--- config.mk ---
export PLATFORM = sky130hd
export DESIGN_NAME = rr_stream_mux
export DESIGN_NICKNAME = d
export VERILOG_FILES = /design/src/rtl/mux_pkg.sv /design/src/rtl/rr_arbiter.sv /design/src/rtl/rr_stream_mux.sv
export SDC_FILE = /design/constraint.sdc
export NUM_CORES = 1
export LEC_CHECK = 0
export ABC_CLOCK_PERIOD_IN_PS = 2300
export BUFFER_PORTS_ARGS = -buffer_cell sky130_fd_sc_hd__buf_4
export CORE_UTILIZATION = 41
export DETAILED_ROUTE_END_ITERATION = 16
export HOLD_SLACK_MARGIN = 0.1
export PLACE_DENSITY = 0.82
export SLEW_MARGIN = 0
export SYNTH_ARGS = -nofsm -noshare
export SYNTH_HDL_FRONTEND = slang
export SYNTH_SLANG_ARGS = --single-unit
--- constraint.sdc ---
create_clock -name clk -period 2.3 [get_ports clk]
set_input_delay 0.345 -clock clk [delete_from_list [all_inputs] [get_ports clk]]
set_output_delay 0.345 -clock clk [all_outputs]
set_load 0.01 [all_outputs]
--- src/rtl/mux_pkg.sv ---
// Shared definitions for the round-robin stream multiplexer: mode encodings and
// an index-width helper that never returns zero, even for degenerate channel counts.
package mux_pkg;

  localparam logic MODE_RR    = 1'b0;
  localparam logic MODE_FIXED = 1'b1;

  function automatic int clog2_min1(input int n);
    int w;
    w = 1;
    while ((1 << w) < n) w++;
    return w;
  endfunction

endpackage

--- src/rtl/rr_arbiter.sv ---
// Combinational round-robin arbiter: grants the first requester found scanning
// upward from ptr with wrap-around at N-1 -> 0. Produces one-hot grant plus index.
module rr_arbiter
  import mux_pkg::*;
#(
  parameter  int N     = 4,
  localparam int SEL_W = clog2_min1(N)
) (
  input  logic [N-1:0]     req,
  input  logic [SEL_W-1:0] ptr,
  output logic [N-1:0]     grant,
  output logic [SEL_W-1:0] gnt_idx,
  output logic             gnt_any
);

  logic [SEL_W:0] cand;

  always_comb begin
    grant   = '0;
    gnt_idx = '0;
    gnt_any = 1'b0;
    cand    = '0;
    // Candidate k is ptr+k folded back into 0..N-1; the extra bit holds the carry.
    for (int k = 0; k < N; k++) begin
      cand = {1'b0, ptr} + (SEL_W+1)'(k);
      if (cand >= (SEL_W+1)'(N)) cand = cand - (SEL_W+1)'(N);
      if (!gnt_any && req[cand[SEL_W-1:0]]) begin
        gnt_any = 1'b1;
        gnt_idx = cand[SEL_W-1:0];
      end
    end
    grant[gnt_idx] = gnt_any;
  end

endmodule

--- src/rtl/rr_stream_mux.sv ---
// Registered N:1 valid/ready stream multiplexer. Round-robin or fixed-channel
// arbitration feeds a single output register stage with full throughput.
module rr_stream_mux
  import mux_pkg::*;
#(
  parameter  int WIDTH      = 32,
  parameter  int NUM_INPUTS = 4,
  localparam int SEL_W      = clog2_min1(NUM_INPUTS)
) (
  input  logic                        clk,
  input  logic                        rst_n,
  input  logic [NUM_INPUTS*WIDTH-1:0] In,
  input  logic [NUM_INPUTS-1:0]       in_valid,
  output logic [NUM_INPUTS-1:0]       in_ready,
  input  logic                        mode,
  input  logic [SEL_W-1:0]            select,
  output logic [WIDTH-1:0]            Out,
  output logic                        out_valid,
  input  logic                        out_ready,
  output logic [SEL_W-1:0]            out_chan
);

  logic [WIDTH-1:0]      chan_data [NUM_INPUTS];
  logic [SEL_W-1:0]      rr_ptr;
  logic [NUM_INPUTS-1:0] rr_grant;
  logic [SEL_W-1:0]      rr_idx;
  logic                  rr_any;
  logic [NUM_INPUTS-1:0] fix_grant;
  logic                  fix_any;
  logic [NUM_INPUTS-1:0] grant;
  logic [SEL_W-1:0]      gnt_idx;
  logic                  gnt_any;
  logic                  load;
  logic                  accept;
  logic [SEL_W-1:0]      next_ptr;
  logic [WIDTH-1:0]      data_p1;
  logic [SEL_W-1:0]      chan_p1;
  logic                  vld_p1;

  // Channel 0 occupies the most significant slice of the packed bus.
  for (genvar i = 0; i < NUM_INPUTS; i++) begin : g_unpack
    assign chan_data[i] = In[(NUM_INPUTS-i)*WIDTH-1 -: WIDTH];
  end

  rr_arbiter #(.N(NUM_INPUTS)) u_arb (
    .req     (in_valid),
    .ptr     (rr_ptr),
    .grant   (rr_grant),
    .gnt_idx (rr_idx),
    .gnt_any (rr_any)
  );

  always_comb begin
    fix_grant = '0;
    fix_any   = 1'b0;
    // An out-of-range select (non power-of-two channel counts) grants nothing.
    if ({1'b0, select} < (SEL_W+1)'(NUM_INPUTS)) begin
      fix_any           = in_valid[select];
      fix_grant[select] = in_valid[select];
    end
  end

  always_comb begin
    if (mode == MODE_FIXED) begin
      grant   = fix_grant;
      gnt_idx = select;
      gnt_any = fix_any;
    end else begin
      grant   = rr_grant;
      gnt_idx = rr_idx;
      gnt_any = rr_any;
    end
  end

  assign load     = !vld_p1 || out_ready;
  assign accept   = rst_n && load && gnt_any;
  assign in_ready = (rst_n && load) ? grant : '0;
  assign next_ptr = (gnt_idx == SEL_W'(NUM_INPUTS-1)) ? '0 : gnt_idx + 1'b1;

  // Stage p1: output register; a held beat is only replaced when downstream takes it.
  always_ff @(posedge clk) begin
    if (!rst_n) begin
      vld_p1  <= 1'b0;
      data_p1 <= '0;
      chan_p1 <= '0;
      rr_ptr  <= '0;
    end else if (load) begin
      vld_p1 <= accept;
      if (accept) begin
        data_p1 <= chan_data[gnt_idx];
        chan_p1 <= gnt_idx;
        if (mode == MODE_RR) rr_ptr <= next_ptr;
      end
    end
  end

  assign Out       = data_p1;
  assign out_valid = vld_p1;
  assign out_chan  = chan_p1;

endmodule

# After elaboration in Yosys (flattened, before gate mapping)
# Cells that the tools add are included.
dict set report totals {
  ff_bits 37
  latch_bits 0
  ram_bits 0
  rom_bits 0
  input_bits 138
  out_inout_bits 39
  elab_cells 78
  memories 0
}
dict set report op_classes {
  addsub 8
  mul 0
  n_div 0
  order_cmp 13
  eq_ne 1
  shifts 0
  n_mux 34
  n_bitwise 4
  reduce_logical 14
}
# op n
set op_table {}
lappend op_table {{$bmux 32 s2} 1}
lappend op_table {{$mux 32} 2}
lappend op_table {{$mux 2} 10}
lappend op_table {{$lt 2x3->1 const B} 6}
lappend op_table {{$ge 3x3->1 const B} 4}
lappend op_table {{$mux 1} 12}
lappend op_table {{$bmux 1 s2} 5}
lappend op_table {{$and 4x4->4} 2}
lappend op_table {{$mux 4} 2}
lappend op_table {{$sub 2x1->2 const B} 4}
lappend op_table {{$logic_and 1x1->1} 7}
lappend op_table {{$add 2x2->3 const B} 2}
lappend op_table {{$demux 1 s2} 2}
lappend op_table {{$ge 2x1->1 const B} 2}
lappend op_table {{$logic_not 1->1} 4}
lappend op_table {{$add 2x1->3 const B} 1}
lappend op_table {{$ge 2x3->1 const B} 1}
lappend op_table {{$not 2->3} 1}
lappend op_table {{$reduce_and 3->1} 1}
lappend op_table {{$add 2x1->2 const B} 1}
lappend op_table {{$eq 2x2->1 const B} 1}
lappend op_table {{$reduce_and 2->1} 1}
lappend op_table {{$logic_or 1x1->1} 1}
lappend op_table {{$not 1->1} 1}

# Longest topological paths before layout
# Gate-level depths: netlist (run 1).
dict set report depth {
  word_depth 21
  mapped_depth 9
  ltp_nobuf 8
}

# By module
# Synthesis (run 1) repeated with hierarchy kept, for this count alone.
dict set report hier_totals {
  cells_unflattened 260
  area_unflattened_um2 2582.5
}
# module instances cells_per_inst area_each_um2 seq_area_each_um2
set by_module_without_submodules {}
lappend by_module_without_submodules {rr_stream_mux 1 228 2399.8 740.7}
lappend by_module_without_submodules {rr_arbiter 1 32 182.7 0.0}

# Least setup slack after synthesis (run 1)
# Ideal clock, no wire load.
dict set report synth_path {
  path_kind {register to output}
  startpoint {reg rr_ptr[1]}
  endpoint {out in_ready[2]}
  arrival_time_ns 1.535
  required_ns 1.955
  setup_slack_ns 0.420
  path_stages_with_launch 6
  path_buffers 0
  path_cell_list {dfxtp_1 nand2b_1 a21oi_1 or3_1 a21oi_1 a2111oi_0}
}
dict set report synth_via {
  elab_chain_len 21
  word_cells_on_any_way 45
  cone_classes {add/sub (7); order compare (6); mux (24); bitwise (1); reduce/logical (7)}
}
# element line_no
set synth_lines {}
lappend synth_lines {{start: declaration} rr_stream_mux.sv:24} ;# logic [SEL_W-1:0] rr_ptr;
lappend synth_lines {{start signal: assignment} rr_stream_mux.sv:92} ;# if (mode == MODE_RR) rr_ptr <= next_ptr;
lappend synth_lines {{branches (longest 18 deep; another with $add 2x1->3)} --}
lappend synth_lines {{$and 4x4->4 (no line) *} --}
lappend synth_lines {{$mux 4 *} rr_stream_mux.sv:64} ;# if (mode == MODE_FIXED) begin
lappend synth_lines {{$mux 4 *} rr_stream_mux.sv:77} ;# assign in_ready = (rst_n && load) ? grant : '0;
lappend synth_lines {{end: declaration} rr_stream_mux.sv:14} ;# output logic [NUM_INPUTS-1:0] in_ready,
# Every way passes the cells marked *. The select of a mux whose other input is x is not followed.

# Worst setup path after layout (run 1)
dict set report layout_path {
  startpoint {reg rr_ptr[0]}
  endpoint {out in_ready[0]}
}
# Same word-level chain as after synthesis.

==> Implementation_results.wiki, run 1 <==
{| class="wikitable"
! Metric !! Value
|-
| Result of the run || complete, no violations
|-
| Number of buffers created by CTS || 5
|-
| Reported leakage power || ~1.9 nW
|-
| Number of hold violations in the final report || 0
|-
| Fraction of the cycle the final worst path needs || 0.9748
|-
| Max_cap viols || 0
|-
| List of cells traversed by the critical path || and2b_1 -> a311oi_4 -> nor3_2 -> or2_1 -> nor3_1 -> buf_4
|-
| Placed instance area || approximately 3700 sq um
|-
| Actual transition at the worst max-transition pin || between 0.4 and 0.5 ns
|-
| Part of the total power dissipated in the clock network || 0.266
|-
| Last weighted congestion value of the routability-driven placer || approximately 0.82
|-
| Share of synthesized area occupied by flip-flops and latches || 0.3149
|-
| Data arrival time of the critical path || ~1.9 ns
|-
| Min-Delay Path Depth || 3
|-
| Maximum fanout along the worst path || 4
|-
| CTS tree || done
|-
| Logic depth of the worst setup path including buffers || 6
|-
| Clk sinks || 37
|-
| Global Route Usage Sum || 0.2335
|-
| Fraction of synthesis flops using an asynchronous set or reset pin || 0
|-
| Count of antenna diodes in the layout || 0
|-
| Die height || between 70 and 80 um
|-
| Routed Wire Length || between 7 and 8 mm
|-
| Rel. slew slack || 0.7131
|-
| Overall die area || around 6000 sq um
|-
| First-pass GRT wire length || ~11 mm
|-
| Post-route non-filler standard cell count || between 400 and 500
|-
| Maximum number of pins on one net before global-route repair || 39
|-
| Sort of element at the start of the critical path || flop
|-
| Share of total power in sequential cells || 0.364
|-
| Core utilization of the finished layout || 0.6969
|-
| Cell at the slowest stage of the critical path || sky130_fd_sc_hd__dfxtp_1
|-
| Endpoint class of the critical path || primary output
|-
| I/O Pins || around 180
|-
| Startpoint of the most critical register-to-register path || rr_ptr[0]
|-
| Library cell occupying the most area in the post-synthesis netlist || sky130_fd_sc_hd__dfxtp_1
|-
| Start-to-end type of the worst setup path || reg2out
|-
| Ranking of synthesized cells by instance count || 66 x sky130_fd_sc_hd__mux2i_1, 41 x sky130_fd_sc_hd__nand2_1, 37 x sky130_fd_sc_hd__dfxtp_1, 32 x sky130_fd_sc_hd__o221ai_1, 11 x sky130_fd_sc_hd__buf_2
|-
| Starting density of the core || 0.4272
|-
| Layout Nets || around 560
|-
| Switching component of the power || roughly 0.00065 W
|-
| Total power density per cell area || between 500 and 600 nW/um^2
|-
| Length in cells of the worst reg-to-reg path || 7
|-
| Post-synth EDFFs || 0
|-
| Cell count after synthesis || 243
|-
| Sum of negative setup slack || 0 ns
|-
| Count of synthesis-stage warnings from yosys || 0
|-
| Die X-Extent || a little under 80 um
|-
| Peak Freq || ~450 MHz
|-
| GRT overflow || 0
|-
| Share of the synthesized area in the top cell type || 0.3149
|-
| Endpoint required time on the critical path || 1.96 ns
|-
| Number of inserted filler cells in the final layout || 448
|-
| Layout cells sized above 1 || 0.4940
|-
| Setup-violating endpoint count in the final report || 0
|-
| Power Internal || 0.001513 W
|-
| Post-route cell area || 3837 sq um
|-
| Cell chosen for the clock root || sky130_fd_sc_hd__clkbuf_8
|-
| Syn-to-layout area delta || 63.14%
|-
| Detailed Routing Iterations Pass 1 || 4
|-
| Critical path launch point || rr_ptr[0]
|-
| Total standard cell area after synthesis || 2352 sq um
|-
| Beginning of the worst hold path || In[119]
|-
| Row cnt || 27
|-
| Clock latency on the worst-skew pair || 0.29 ns
|-
| RSZ-0062 raised after global routing || no
|-
| Wire length per cell after detailed routing || between 15 and 20 um
|-
| Cell Count Post-Placement || 480
|-
| Number of global-route vias before repair || about 2400
|-
| Most instantiated flip-flop cell in the synthesis netlist || sky130_fd_sc_hd__dfxtp_1
|-
| Netlist cell types || 39
|-
| Total nets after synthesis || approximately 380
|-
| Post-placement worst setup slack || approximately 0.21 ns
|-
| Vias per cell || between 5 and 6
|-
| Routed Antenna Nets || 0
|-
| Post-detail-place hpwl || around 5.8 mm
|-
| CP max stage delay || between 0.3 and 0.4 ns
|-
| Most numerous cell in the Yosys netlist || sky130_fd_sc_hd__mux2i_1
|-
| Count of final max-slew check failures || 0
|-
| Initial antenna violation count || 0
|-
| Top area cells in the synthesized netlist || sky130_fd_sc_hd__dfxtp_1 31%, sky130_fd_sc_hd__mux2i_1 28%, sky130_fd_sc_hd__o221ai_1 12%, sky130_fd_sc_hd__nand2_1 6.5%, sky130_fd_sc_hd__buf_12 3.4%
|-
| Minimum clock period after layout || approximately 2.2 ns
|-
| Clock transition at the register clock pins on the worst setup and hold paths after CTS || ~0.080 ns
|-
| Hold bufs inserted after CTS || 0
|-
| Sum of buffers and inverters on the critical path || 1
|-
| Avg Inst Size Synth || about 9.7 sq um
|-
| CTS H-Tree Depth || 2
|-
| Final Worst Setup Slack || around 0.058 ns
|-
| Sw Ratio || 0.3004
|-
| Total vias in the final route || about 2600
|-
| Area of the placeable core || between 5000 and 6000 sq um
|-
| Largest vdd supply drop || between 400 and 500 uV
|-
| Buffers added on ports || 176
|-
| Family with the most delay on the worst path || simple AND/OR/NAND/NOR gates
|-
| Number of remaining DRC errors || 0
|-
| 1st-iter DRT viols || slightly below 80
|-
| Gate power share || 0.370
|-
| Number of buffers on the longest clock path || 2
|-
| Post-synthesis register bit count || 37
|-
| Path category of the worst min-delay check || in2reg
|-
| Max Clock Skew || ~0.0041 ns
|}
## repair_timing
action | 4_1_cts | 5_1_grt
resized for setup | 2 | 4
pin swaps | 1 | 1
buffers inserted | 0 | 1
endpoints found under the setup margin | 1 | 3
## layout make-up
cell class                      count  area, sq um  area share
Clock buffer                        5        68.82     0.01793
Tap cell                           72        90.09     0.02348
Sequential cell                    37        742.0      0.1933
Multi-Input combinational cell    185         1459      0.3802
Clock inverter                      3        46.29     0.01206
Inverter                            3        25.02    0.006521
Timing Repair Buffer              184         1406      0.3665
## logic make-up (layout without fill, tap and decap cells)
| family | after synthesis | after routing | share of synthesized area |
|---|---|---|---|
| flip-flops | 37 | 37 | 0.3149 |
| AO/OA/AOI/OAI | 50 | 50 | 0.1745 |
| multiplexers | 68 | 68 | 0.2963 |
| buffers and inverters | 21 | 195 | 0.07926 |
| AND/OR/NAND/NOR | 66 | 66 | 0.1298 |
| adder cells (fa/ha/maj) | 1 | 1 | 0.005318 |
## flip-flops by register name, indices dropped and copies added, names as in the netlist
name / cells
Out: 32
out_valid: 1
rr_ptr: 2
out_chan: 2
## worst reg2reg max path, delay by kind of cell, from the launching register on
kind	cells	cell delay, ns
buffers and inverters	2	0.61
AO/OA/AOI/OAI	3	0.52
flip-flops	1	0.34
AND/OR/NAND/NOR	1	0.24
multiplexers	1	0.28
## path summary, 6_finish.rpt
check	end	slack, ns
worst max-delay path	in_ready[0]	0.06
worst min-delay path	Out[23]	0.35
worst min register to register	out_chan[1]	0.46
worst max register to register	Out[15]	0.19
## through the flow
stage                     power, W  hold WS (ns)
after floorplan           0.001212        0.4726
after global placement    0.001583        0.4399
after detailed placement  0.001598        0.4526
after CTS                 0.002173        0.3400
after global routing      0.002260        0.3561
final                     0.002162        0.3511
## routing by layer
metal,global-route usage,up-vias,share of wire
li1,-,1273,-
met1,0.2608,1178,0.39
met2,0.4204,136,0.50
met3,0.07647,10,0.097
met4,0.06415,0,0.012
met5,0,-,0
## layout by cell type (no fill, tap or decap), types with 2 or more instances in the layout
cell and instances:
sky130_fd_sc_hd__nor2_1 6, sky130_fd_sc_hd__o221ai_1 32, sky130_fd_sc_hd__a21oi_1 6, sky130_fd_sc_hd__buf_4 182, sky130_fd_sc_hd__buf_12 2, sky130_fd_sc_hd__nand3_1 2
sky130_fd_sc_hd__inv_1 2, sky130_fd_sc_hd__clkbuf_8 5, sky130_fd_sc_hd__nor3_2 2, sky130_fd_sc_hd__mux2i_1 66, sky130_fd_sc_hd__or3_1 2, sky130_fd_sc_hd__nand2_1 41
sky130_fd_sc_hd__nand2b_1 3, sky130_fd_sc_hd__dfxtp_1 36
## power groups by stage
stage / clock network, W / registers (W) / logic (W)
after floorplan: 0 / 0.000839 / 0.000372
after global placement: 0 / 0.000797 / 0.000786
after detailed placement: 0 / 0.000801 / 0.000797
after CTS: 0.000585 / 0.000788 / 0.000801
after global routing: 0.000604 / 0.000800 / 0.000856
final: 0.000574 / 0.000788 / 0.000800
(Power assumes the default switching activity.)
==> run 2: changes to the inputs <==
--- a/config.mk
+++ b/config.mk
@@ -11,6 +11,7 @@
 export DETAILED_ROUTE_END_ITERATION = 16
 export HOLD_SLACK_MARGIN = 0.1
 export PLACE_DENSITY = 0.82
+export REMOVE_ABC_BUFFERS = 1
 export SLEW_MARGIN = 0
 export SYNTH_ARGS = -nofsm -noshare
 export SYNTH_HDL_FRONTEND = slang
==> Implementation_results.wiki, run 2 (same netlist as run 1, synthesis figures left out) <==
{| class="wikitable"
! Metric !! Value
|-
| Cell chosen for the clock root || sky130_fd_sc_hd__clkbuf_8
|-
| Hold bufs inserted after CTS || 0 (unchanged)
|-
| Last weighted congestion value of the routability-driven placer || 0.8976 (+9.0%)
|-
| Maximum fanout along the worst path || 4 (unchanged)
|-
| Detailed Routing Iterations Pass 1 || 4 (unchanged)
|-
| Most used routing layer in global routing || met2
|-
| Routed Antenna Nets || 0 (unchanged)
|-
| Switching component of the power || 0.0006360 W (-2.1%)
|-
| Overall die area || 6044 sq um (unchanged)
|-
| Clock transition at the register clock pins on the worst setup and hold paths after CTS || 0.08 ns (about the same)
|-
| Post-detail-place hpwl || 5.823 mm (+0.75%)
|-
| Power Internal || 0.001550 W (+2.5%)
|-
| Routed Wire Length || 7.381 mm (-0.51%)
|-
| Final Worst Setup Slack || 0.1079 ns (+0.05003 ns)
|-
| Number of buffers on the longest clock path || 2 (unchanged)
|-
| Row cnt || 27 (unchanged)
|-
| CTS H-Tree Depth || 2 (unchanged)
|-
| Number of remaining DRC errors || 0 (unchanged)
|-
| Global routing met3 resource utilization || 0.06588 (-0.01059)
|-
| Number of hold violations in the final report || 0 (unchanged)
|-
| Number of inserted filler cells in the final layout || 441 (-1.6%)
|-
| Fraction of the cycle the final worst path needs || 0.9531 (-0.02175)
|-
| Sum of negative setup slack || 0 ns (unchanged)
|-
| Peak Freq || 456.2 MHz (+2.3%)
|-
| Syn-to-layout area delta || 64.63%
|-
| Sw Ratio || 0.2909 (-0.009450)
|-
| RSZ-0062 raised after global routing || no
|-
| Reported leakage power || 1.900 nW (+1.2%)
|-
| Minimum clock period after layout || 2.192 ns (-0.05003 ns)
|-
| Rel. slew slack || 0.6793 (-0.03383)
|-
| Max Clock Skew || 0.009858 ns (+0.005775 ns)
|-
| Initial antenna violation count || 0 (unchanged)
|-
| Vias per cell || 5.340 (+0.55%)
|-
| Count of final max-slew check failures || 0 (unchanged)
|-
| Sort of element at the start of the critical path || flop
|-
| Global Route Usage Sum || 0.2375 (+0.003996)
|-
| Clock latency on the worst-skew pair || 0.29 ns (about the same)
|-
| Part of the total power dissipated in the clock network || 0.269 (+0.003)
|-
| Max_cap viols || 0 (unchanged)
|-
| Actual transition at the worst max-transition pin || 0.4782 ns (+0.04786 ns)
|-
| GRT overflow || 0 (unchanged)
|-
| Endpoint class of the critical path || primary output
|-
| Wire length per cell after detailed routing || 15.03 um (-0.92%)
|-
| Result of the run || complete, no violations
|-
| Commonest cells after routing, fill and taps aside || 182 x sky130_fd_sc_hd__buf_4, 66 x sky130_fd_sc_hd__mux2i_1, 41 x sky130_fd_sc_hd__nand2_1
|-
| Total power density per cell area || 564.5 nW/um^2 (+0.18%)
|-
| Buffers added on ports || 176 (unchanged)
|-
| Largest vdd supply drop || 369.3 uV (-11%)
|-
| Maximum number of pins on one net before global-route repair || 28 (-28%)
|-
| Met2 demand-to-capacity share in global routing || 0.4150 (-0.005310)
|-
| Start-to-end type of the worst setup path || reg2out
|-
| Setup-violating endpoint count in the final report || 0 (unchanged)
|-
| Count of antenna diodes in the layout || 0 (unchanged)
|-
| Met1 track demand over resource || 0.2811 (+0.02023)
|-
| Total vias in the final route || 2622 (+0.96%)
|-
| Area of the placeable core || 5507 sq um (unchanged)
|-
| Leading cell type in the layout, fill and taps excluded || sky130_fd_sc_hd__buf_4
|-
| Slack of the worst reg-to-reg path || 0.16 ns (-0.03 ns)
|-
| I/O Pins || 177 (unchanged)
|-
| Gate power share || 0.371 (about the same)
|-
| Post-placement worst setup slack || 0.1885 ns (-0.01761 ns)
|-
| Number of global-route vias before repair || 2525 (+3.2%)
|-
| Number of buffers created by CTS || 5 (unchanged)
|-
| Starting density of the core || 0.4272 (unchanged)
|-
| Layout cells sized above 1 || 0.4893 (-0.004745)
|-
| Flip-flop count of the largest register after layout || 32 (unchanged)
|-
| Layout Nets || 557 (+0.36%)
|-
| First-pass GRT wire length || 11.50 mm (+1.9%)
|-
| Clk sinks || 37 (unchanged)
|-
| Path category of the worst min-delay check || in2reg
|-
| Die height || 77.75 um (unchanged)
|-
| Share of total power in sequential cells || 0.360 (-0.004)
|-
| Die X-Extent || 77.75 um (unchanged)
|-
| Endpoint required time on the critical path || 1.96 ns (about the same)
|-
| Data arrival time of the critical path || 1.85 ns (-0.05 ns)
|-
| 1st-iter DRT viols || 65 (-16%)
|-
| CTS tree || done
|}
## run 2: metrics by stage
stage / std cells / total power (W) / instance area [sq um] / hold slack (ns) / util
4_1_cts: 490 / 0.002200 / 3859 / 0.3562 / 0.7008
5_1_grt: 491 / 0.002292 / 3872 / 0.3546 / 0.7032
3_3_place_gp: 482 / 0.001592 / 3727 / 0.4437 / 0.6769
3_5_place_dp: 482 / 0.001608 / 3727 / 0.4520 / 0.6769
2_1_floorplan: 225 / 0.001193 / 2191 / 0.4667 / -
6_report: 491 / 0.002186 / 3872 / 0.3614 / 0.7032
## run 2: path summary, 6_finish.rpt
check | end | from | depth (start not counted)
worst min register to register | out_chan[1] | out_chan[1] | 2
worst min-delay path | Out[29] | In[125] | 3
worst max-delay path | in_ready[0] | rr_ptr[0] | 6
worst max register to register | Out[5] | rr_ptr[1] | 8
## run 2: cell type report
type                    count  area (sq um)  share of cell area
inverters                   3         25.02            0.006462
multi-input cells         185          1450              0.3745
flip-flops and latches     37         740.7              0.1913
well taps                  72         90.09             0.02326
clock inverters             2         37.54            0.009693
repair buffers            186          1446              0.3735
clock buffers               6         82.58             0.02132
## run 2: timing repair
| action | CTS | global route |
|---|---|---|
| resized for setup | 1 | 2 |
| pin swaps | 0 | 1 |
| setup buffers | 0 | 1 |
| cloned | 0 | 0 |
| endpoints found under the setup margin | 2 | 3 |
## run 2: layer usage
layer	part of all wire	vias to the layer above	wire length, um
met4	0.017	0	127
met1	0.40	1213	2937
met2	0.50	123	3674
met3	0.087	12	642
met5	0	-	0
li1	-	1274	-
## run 2: power groups by stage
| stage | clock network, W | registers, W | logic, W |
|---|---|---|---|
| after global routing | 0.000623 | 0.000798 | 0.000872 |
| after global placement | 0 | 0.000796 | 0.000796 |
| after CTS | 0.000600 | 0.000786 | 0.000813 |
| after floorplan | 0 | 0.000839 | 0.000354 |
| after detailed placement | 0 | 0.000800 | 0.000809 |
| final | 0.000587 | 0.000787 | 0.000812 |
## run 2: critical path, cell delays in order (launching register included)
cell	delay (ns)
sky130_fd_sc_hd__dfxtp_1	0.37
sky130_fd_sc_hd__and2b_1	0.22
sky130_fd_sc_hd__a311oi_4	0.32
sky130_fd_sc_hd__nor3_2	0.10
sky130_fd_sc_hd__or2_1	0.23
sky130_fd_sc_hd__nor3_1	0.17
sky130_fd_sc_hd__buf_4	0.15
==> run 3: changes to the inputs <==
--- a/config.mk
+++ b/config.mk
@@ -5,7 +5,7 @@
 export SDC_FILE = /design/constraint.sdc
 export NUM_CORES = 1
 export LEC_CHECK = 0
-export ABC_CLOCK_PERIOD_IN_PS = 2300
+export ABC_CLOCK_PERIOD_IN_PS = 2400
 export BUFFER_PORTS_ARGS = -buffer_cell sky130_fd_sc_hd__buf_4
 export CORE_UTILIZATION = 41
 export DETAILED_ROUTE_END_ITERATION = 16
==> constraint.sdc (replaced) <==
create_clock -name clk -period 2.4 [get_ports clk]
set_input_delay 0.36 -clock clk [delete_from_list [all_inputs] [get_ports clk]]
set_output_delay 0.36 -clock clk [all_outputs]
set_load 0.01 [all_outputs]
==> Implementation_results.wiki, run 3 (same netlist as run 1, synthesis figures left out) <==
{| class="wikitable"
! Metric !! Value
|-
| Area of the placeable core || 5507 sq um (unchanged)
|-
| Layout cells sized above 1 || 0.4807 (-0.008584)
|-
| Die height || 77.75 um (unchanged)
|-
| Final Worst Setup Slack || 0.07034 ns (-0.03758 ns)
|-
| Vias per cell || 5.377 (+0.68%)
|-
| Flip-flop count of the largest register after layout || 32 (unchanged)
|-
| Total power density per cell area || 515.2 nW/um^2 (-8.7%)
|-
| Overall die area || 6044 sq um (unchanged)
|-
| Post-detail-place hpwl || 5.767 mm (-0.96%)
|-
| Initial antenna violation count || 0 (unchanged)
|-
| Maximum number of pins on one net before global-route repair || 40 (+43%)
|-
| Number of buffers created by CTS || 5 (unchanged)
|-
| I/O Pins || 177 (unchanged)
|-
| Routed Antenna Nets || 0 (unchanged)
|-
| Buffers added on ports || 176 (unchanged)
|-
| Met1 track demand over resource || 0.2627 (-0.01841)
|-
| Wire length per cell after detailed routing || 14.96 um (-0.50%)
|-
| Setup-violating endpoint count in the final report || 0 (unchanged)
|-
| Commonest cells after routing, fill and taps aside || 178 x sky130_fd_sc_hd__buf_4, 66 x sky130_fd_sc_hd__mux2i_1, 41 x sky130_fd_sc_hd__nand2_1
|-
| Minimum clock period after layout || 2.330 ns
|-
| Detailed Routing Iterations Pass 1 || 4 (unchanged)
|-
| Number of global-route vias before repair || 2564 (+1.5%)
|-
| Sort of element at the start of the critical path || flop
|-
| Path category of the worst min-delay check || in2reg
|-
| Leading cell type in the layout, fill and taps excluded || sky130_fd_sc_hd__buf_4
|-
| Number of buffers on the longest clock path || 2 (unchanged)
|-
| Critical path launch point || rr_ptr[0]
|-
| Clock latency on the worst-skew pair || 0.29 ns (about the same)
|-
| Met2 demand-to-capacity share in global routing || 0.4310 (+0.01593)
|-
| Beginning of the worst hold path || In[114]
|-
| Clk sinks || 37 (unchanged)
|-
| Result of the run || complete, no violations
|-
| Layout Nets || 553 (-0.72%)
|-
| Cell chosen for the clock root || sky130_fd_sc_hd__clkbuf_8
|-
| Sum of negative setup slack || 0 ns (unchanged)
|-
| Count of antenna diodes in the layout || 0 (unchanged)
|-
| Global Route Usage Sum || 0.2359 (-0.001630)
|-
| Row cnt || 27 (unchanged)
|-
| Global routing met3 resource utilization || 0.06941 (+0.003529)
|-
| Endpoint class of the critical path || primary output
|-
| Last weighted congestion value of the routability-driven placer || 0.8680 (-3.3%)
|-
| Max Clock Skew || 0.009898 ns (+0.00004011 ns)
|-
| Routed Wire Length || 7.269 mm (-1.5%)
|-
| Count of final max-slew check failures || 0 (unchanged)
|-
| Fraction of the cycle the final worst path needs || 0.9707
|-
| First-pass GRT wire length || 11.39 mm (-0.97%)
|-
| Starting density of the core || 0.4272 (unchanged)
|-
| Post-placement worst setup slack || 0.2738 ns (+0.08536 ns)
|-
| Total vias in the final route || 2613 (-0.34%)
|-
| Startpoint of the most critical register-to-register path || rr_ptr[1]
|-
| Reported leakage power || 1.864 nW (-1.9%)
|-
| Max_cap viols || 0 (unchanged)
|-
| Endpoint required time on the critical path || 2.04 ns (+0.08 ns)
|-
| Peak Freq || between 400 and 500 MHz
|-
| Largest vdd supply drop || 361.0 uV (-2.3%)
|-
| Minimum hold slack || 0.3824 ns (+0.02092 ns)
|-
| Number of remaining DRC errors || 0 (unchanged)
|-
| 1st-iter DRT viols || 40 (-38%)
|-
| CTS H-Tree Depth || 2 (unchanged)
|-
| Hold bufs inserted after CTS || 0 (unchanged)
|-
| Syn-to-layout area delta || 61.81%
|-
| Die X-Extent || 77.75 um (unchanged)
|-
| CTS tree || done
|-
| Start-to-end type of the worst setup path || reg2out
|-
| Rel. slew slack || 0.6998 (+0.02050)
|-
| Most used routing layer in global routing || met2
|-
| Number of hold violations in the final report || 0 (unchanged)
|-
| GRT overflow || 0 (unchanged)
|-
| Actual transition at the worst max-transition pin || 0.4469 ns (-0.03131 ns)
|-
| Maximum fanout along the worst path || 4 (unchanged)
|-
| Clock transition at the register clock pins on the worst setup and hold paths after CTS || 0.08 ns (about the same)
|-
| Data arrival time of the critical path || 1.97 ns (+0.12 ns)
|}
## run 3: cell types whose count changed in the layout (fill, tap and decap cells not counted), sizes merged
cell	delta
buf	-4
bufinv	-1
## run 3: routing by layer
metal	share of wire	vias to the layer above	wire length, um
met5	0	-	0
li1	-	1264	-
met2	0.52	128	3784
met4	0.011	0	79
met3	0.085	9	620
met1	0.38	1212	2784
## run 3: critical path, cell delays in order, from the launching register on
cell                       delay, ns
sky130_fd_sc_hd__dfxtp_1        0.38
sky130_fd_sc_hd__and2b_1        0.23
sky130_fd_sc_hd__a311oi_4       0.35
sky130_fd_sc_hd__nor3_1         0.13
sky130_fd_sc_hd__or2_1          0.25
sky130_fd_sc_hd__nor3_1         0.19
sky130_fd_sc_hd__buf_4          0.15
## run 3: cell type report
cell class                 instances  area (sq um)
multi-input combinational        185          1444
clock buffer                       6         82.58
timing repair buffer             182          1416
fill                             459          1700
sequential                        37         740.7
tap                               72         90.09
clock inverter                     1         7.507
inverter                           3         25.02
## run 3: final timing paths
kind                               endpoint  slack (ns)  cells after the start
worst min-delay path                Out[18]        0.38                      3
worst max register to register      Out[15]        0.36                      6
worst max-delay path            in_ready[0]        0.07                      6
worst min register to register      Out[31]        0.46                      2
## run 3: repair_timing
action,in CTS,in global routing
gates resized for setup,0,1
setup buffers,0,0
endpoints found under the setup margin,0,1
## run 3: power by group
group	leakage [nW]	switching (W)	internal (W)	total [W]
combinational	1.51	0.000331	0.000435	0.000766
clock	0.0433	0.000214	0.000227	0.000441
sequential	0.307	0.0000484	0.000705	0.000754
total	1.86	0.000594	0.00137	0.00196
## run 3: metrics by stage
stage / cells / cell area [sq um] / utilization / power [W]
2_1_floorplan: 225 / 2191 / - / 0.001144
3_3_place_gp: 479 / 3705 / 0.6728 / 0.001519
3_5_place_dp: 479 / 3705 / 0.6728 / 0.001534
4_1_cts: 486 / 3795 / 0.6892 / 0.001976
5_1_grt: 486 / 3806 / 0.6912 / 0.002074
6_report: 486 / 3806 / 0.6912 / 0.001961
